==> src/rtl/frame_deframer_ms.sv <==
// Word-level receive deframer: hunts for the frame header, validates the length word,
// forwards payload words with sof/eof markers and checks the trailing XOR checksum.
module frame_deframer_ms #(
    parameter int unsigned W           = 32,
    parameter logic [31:0] HEADER_WORD = 32'hEB94_BDA3,
    parameter logic [31:0] IDLE_WORD   = 32'h0707_0707,
    parameter int unsigned MAX_LEN     = 1024
) (
    input  logic         clk,
    input  logic         rst,
    input  logic [W-1:0] i_data,
    input  logic         i_valid,
    input  logic         i_bit_locked,
    output logic [W-1:0] o_data,
    output logic         o_valid,
    output logic         o_sof,
    output logic         o_eof,
    output logic         o_frame_done,
    output logic         o_frame_ok,
    output logic [15:0]  o_frame_len,
    output logic [15:0]  o_ok_cnt,
    output logic [15:0]  o_err_cnt,
    output logic [15:0]  o_len_err_cnt,
    output logic         o_in_frame
);

    localparam logic [15:0] MAX_LEN16 = MAX_LEN[15:0];
    localparam bit CFG_OK = (W == 32) && (MAX_LEN >= 1) && (MAX_LEN <= 65535)
                            && (HEADER_WORD != IDLE_WORD);

    // Idle filler needs no special handling: in HUNT every non-header word is dropped.
    if (!CFG_OK) begin : g_bad_cfg
        $error("frame_deframer_ms: unsupported parameter set");
    end

    typedef enum logic [1:0] {HUNT, LEN, PAYLOAD, CHK} state_t;

    state_t       state;
    logic [15:0]  remain;
    logic [W-1:0] xor_acc;
    logic [15:0]  len_n;
    logic         len_legal;
    logic         last_word;

    assign len_n     = i_data[15:0];
    assign len_legal = (i_data[31:16] == ~len_n) && (len_n != 16'd0) && (len_n <= MAX_LEN16);
    assign last_word = (remain == o_frame_len - 16'd1);

    function automatic logic [15:0] sat_inc(input logic [15:0] v);
        return (v == 16'hFFFF) ? v : v + 16'd1;
    endfunction

    always_ff @(posedge clk or posedge rst) begin
        if (rst) begin
            state         <= HUNT;
            remain        <= '0;
            xor_acc       <= '0;
            o_data        <= '0;
            o_valid       <= 1'b0;
            o_sof         <= 1'b0;
            o_eof         <= 1'b0;
            o_frame_done  <= 1'b0;
            o_frame_ok    <= 1'b0;
            o_frame_len   <= '0;
            o_ok_cnt      <= '0;
            o_err_cnt     <= '0;
            o_len_err_cnt <= '0;
            o_in_frame    <= 1'b0;
        end else begin
            // NOTE: strobes default low with non-blocking writes so each is a clean one-cycle pulse.
            o_valid      <= 1'b0;
            o_sof        <= 1'b0;
            o_eof        <= 1'b0;
            o_frame_done <= 1'b0;
            o_frame_ok   <= 1'b0;

            if (!i_bit_locked) begin
                // Lock loss beats any word on this edge, including a checksum word.
                if (state == PAYLOAD || state == CHK) begin
                    o_frame_done <= 1'b1;
                    o_err_cnt    <= sat_inc(o_err_cnt);
                end
                state      <= HUNT;
                o_in_frame <= 1'b0;
            end else if (i_valid) begin
                case (state)
                    HUNT: begin
                        if (i_data == HEADER_WORD) begin
                            state      <= LEN;
                            o_in_frame <= 1'b1;
                        end
                    end
                    LEN: begin
                        if (len_legal) begin
                            o_frame_len <= len_n;
                            remain      <= '0;
                            xor_acc     <= '0;
                            state       <= PAYLOAD;
                        end else begin
                            o_len_err_cnt <= sat_inc(o_len_err_cnt);
                            state         <= HUNT;
                            o_in_frame    <= 1'b0;
                        end
                    end
                    PAYLOAD: begin
                        o_data  <= i_data;
                        o_valid <= 1'b1;
                        o_sof   <= (remain == 16'd0);
                        o_eof   <= last_word;
                        xor_acc <= xor_acc ^ i_data;
                        remain  <= remain + 16'd1;
                        if (last_word) begin
                            state <= CHK;
                        end
                    end
                    CHK: begin
                        o_frame_done <= 1'b1;
                        o_frame_ok   <= (i_data == xor_acc);
                        if (i_data == xor_acc) begin
                            o_ok_cnt <= sat_inc(o_ok_cnt);
                        end else begin
                            o_err_cnt <= sat_inc(o_err_cnt);
                        end
                        state      <= HUNT;
                        o_in_frame <= 1'b0;
                    end
                    default: begin
                        state      <= HUNT;
                        o_in_frame <= 1'b0;
                    end
                endcase
            end
        end
    end

endmodule

==> config.mk <==
export PLATFORM = sky130hd
export DESIGN_NAME = frame_deframer_ms
export DESIGN_NICKNAME = d
export VERILOG_FILES = /design/src/rtl/frame_deframer_ms.sv
export SDC_FILE = /design/constraint.sdc
export NUM_CORES = 1
export LEC_CHECK = 0
export CAP_MARGIN = 30
export CORE_MARGIN = 2
export CORE_UTILIZATION = 50
export CTS_BUF_LIST = sky130_fd_sc_hd__clkbuf_2
export CTS_CLUSTER_DIAMETER = 100
export DETAILED_ROUTE_END_ITERATION = 16
export GPL_TIMING_DRIVEN = 0
export PLACE_DENSITY = 0.79
export SLEW_MARGIN = 20
export SYNTH_ARGS = -nofsm -noshare
export SYNTH_HDL_FRONTEND = slang
export SYNTH_SLANG_ARGS = --single-unit
==> constraint.sdc <==
create_clock -name clk -period 13.8 [get_ports clk]
set_input_delay 1.38 -clock clk [delete_from_list [all_inputs] [get_ports clk]]
set_output_delay 1.38 -clock clk [all_outputs]
set_load 0.05 [all_outputs]
==> impl_results.md <==
- PortBufs: ~130
- Max incr delay on CP: approximately 0.88 ns
- Worst Skew: 0.0373 ns
- Number of global-route vias before repair: 6,313
- Switch share: 0.244
- Status: finished, final reports clean
- Most frequent cell after synthesis: dfrtp_1
- Net switching power: between 150 and 200 uW
- Post-detailed-routing wire length: 20,200 um
- Hold Path Stages: 1
- Min-Delay Endpoint: o_len_err_cnt[10]$_DFFE_PP0P_
- Vias: 6,735
- Synthesized instance count: 829
- Worst setup path category: reg2out
- Crit path buffers/inverters: 1
- Gr ovfl total: 0
- Post-synth EDFFs: 0
- Fmax: approximately 0.28 GHz
- Share of the synthesized area in the top cell type: 0.464
- Cells along the critical path: clkdlybuf4s50_1
- Via-to-Cell Ratio: 5.59
- Max Cap Violations: 0
- Synth top cells by count: dfrtp_1, nand2_1, xor2_1
- Die Wd: 132 um
- Clock latency on the worst-skew pair: around 0.74 ns
- Final hold violations: 0
- Combinational share of power: 0.057
- Share of cells above drive strength 1: 0.0821
- Sequential share of the synthesized area: 0.464
- Leading post-synthesis cells by cell area: dfrtp_1, xor2_1, nand2_1
- Setup WS pre-CTS: 9.73 ns
- # Post-CTS Setup Buffers: 0
- TritonCTS Buffers: 17
- Setup violators final: 0
- DR DRC count: 0
- Initial antenna violation count: 1
- WL/cell: 16.8 um
- Placed Instance Area: 9760 um^2
- Critical R2R Capture: state[0]$_DFFE_PP0P_
- # clock sinks: 152
- Pwr Density: around 77 nW/um^2
- CP Capture Type: output port
- Slew Viols, Final: 0
- RePlAce Congestion: 0.934
- Synth Cell Area: 8200 um^2
- Initial drt markers: 500
- Int Pwr: 581 uW
- HPWL after detailed placement: 14,700 um
- Flop-to-flop setup slack: 11.01 ns
- ANT nets after route: 0
- Multi-input logic area: 4100 um^2
- Fill cell count: 1,372
- # rows: 46
- Die height: between 100 and 150 um
- Setup_tns: 0 ns
- Seq. cell area: 3800 um^2
- Maximum number of pins on one net before global-route repair: 87
- Design Area, Final: approximately 10,000 um^2
- Fin crit share: 0.256
- Unrepaired setup endpoints after global routing: no
- Ys async rst share: 1.00
- CTS tree: done
- Post-CTS Resized: 0
- Synth Warn #: 0
- Crit Reg-Reg Startpoint: o_frame_len[0]$_DFFE_PP0P_
- Synth unique cells: 62
- Io pins: between 100 and 150
- Hold wc startpoint: o_len_err_cnt[10]$_DFFE_PP0P_
- Core ar.: between 15,000 and 20,000 um^2
- Clock power share: 0.363
- Least-Margin Pin Slew: 0.606 ns
- Worst vdd ir: 0.0475 mV
- Fin util: 0.629
- Area leader, netlist: dfrtp_1
- Reg power frac: 0.580
- Hold Crit Class: reg2reg
- Clock transition at path regs: 0.21 ns
- Reg2Reg Depth: 8
- Htree depth: 4
- Crit path time final: around 3.5 ns
- Top FF cell, synth: dfrtp_1
- Leak pwr: 4.79 nW
- CTS Buffer Depth: 2
- Syn Area/Cell: 9.90 um^2
- Hold Buf Count CTS: 0
- Aggregate global-route resource usage: 0.234
- First-pass GRT wire length: 32,800 um
- Critical path's slowest cell: clkdlybuf4s50_1
- Slew HR: 0.592
- Synth-to-Final Area Change: 22.3%
- Initial Utilization: 0.515
- #FFs+latches synth: between 150 and 200
- Top cell family by delay on the critical path: buffers and inverters
- Critical path peak fanout: 8
- Syn nets: 871
- Nets: 1,016
- Die area: 17,400 um^2
- CP Launch Type: flop
- WP data required: between 10 and 15 ns
- WP data arrival: 2.15 ns
- PnR worst setup slack: approximately 10 ns
- Initial DRT Pass Iterations: 8
- Root buf cell: clkbuf_2
[stage by stage]
stage          hold WS, ns  instances  total power, mW
2_1_floorplan        0.516        829            0.477
3_5_place_dp         0.461       1171            0.498
5_1_grt              0.525       1204            0.799
3_3_place_gp         0.458       1170            0.497
4_1_cts              0.508       1203            0.776
6_report             0.505       1204            0.769
[cells by family after synthesis]
family	Yosys count	share of synthesized area
AO/OA/AOI/OAI	60	0.0589
XOR/XNOR	117	0.125
adder cells (fa/ha/maj)	6	0.00915
buffers and inverters	61	0.0372
flip-flops	152	0.464
multiplexers	21	0.0294
AND/OR/NAND/NOR	412	0.277
[power groups by stage]
stage	Sequential, mW	Clock, mW	Combinational, mW
6_report	0.446	0.279	0.0437
5_1_grt	0.446	0.305	0.0478
4_1_cts	0.446	0.286	0.0443
3_5_place_dp	0.454	0	0.0442
3_3_place_gp	0.454	0	0.0426
2_1_floorplan	0.454	0	0.0227
[layer usage]
layer	global-route usage	part of all wire
met3	0.0454	0.059
met1	0.321	0.45
met2	0.380	0.48
met5	0	0
met4	0.0652	0.016
[state kept, by name (all words and copies together), names as in the netlist]
register,cells
xor_acc,32
o_data,32
o_frame_ok,1
o_valid,1
o_in_frame,1
o_frame_done,1
o_sof,1
remain,16
o_ok_cnt,16
o_err_cnt,16
o_eof,1
o_frame_len,16
o_len_err_cnt,16
state,2
[placed cells by master, fill, tap and decap left out, types with 4 or more instances in the layout]
master           count
dfrtp_1            152
clkdlybuf4s50_1    125
nand2_1            123
xor2_1              67
nor3b_1             55
xnor2_1             50
nor2_1              46
nand4_1             33
nor4_1              31
a211o_1             27
nand3_1             26
clkbuf_1            22
clkbuf_2            21
and3_1              20
nor3_1              17
buf_2               14
mux2_2              14
nor2b_1             11
inv_1               10
and4_1              10
o21ai_0              9
and2_1               6
ha_1                 6
nand4b_1             5
buf_6                5
nand2b_1             5
or3_1                4
o211ai_1             4
clkinv_2             4
bufinv_16            4
[final cells by class]
cell class,instances,area share
Multi-Input combinational cell,616,0.408
Sequential cell,152,0.379
Timing Repair Buffer,126,0.127
Tap cell,216,0.0269
Buffer,49,0.0259
Clock inverter,13,0.0176
Clock buffer,19,0.00948
Inverter,12,0.00524
Antenna cell,1,0.000249
[how the worst max path moves through the flow]
stage,from,endpoint,slack [ns],depth (start not counted)
floorplan,rst,o_data[0]$_DFFE_PP0P_,8.33,1
global placement,rst,o_data[27]$_DFFE_PP0P_,6.23,2
detailed placement,i_data[11],o_err_cnt[1]$_DFFE_PP0P_,9.73,8
CTS,o_frame_len[0]$_DFFE_PP0P_,o_frame_len[0],10.22,1
global route,o_frame_len[9]$_DFFE_PP0P_,o_frame_len[9],10.17,1
finish,o_frame_len[8]$_DFFE_PP0P_,o_frame_len[8],10.27,1
No activity file was read; power rests on OpenSTA's default activity.
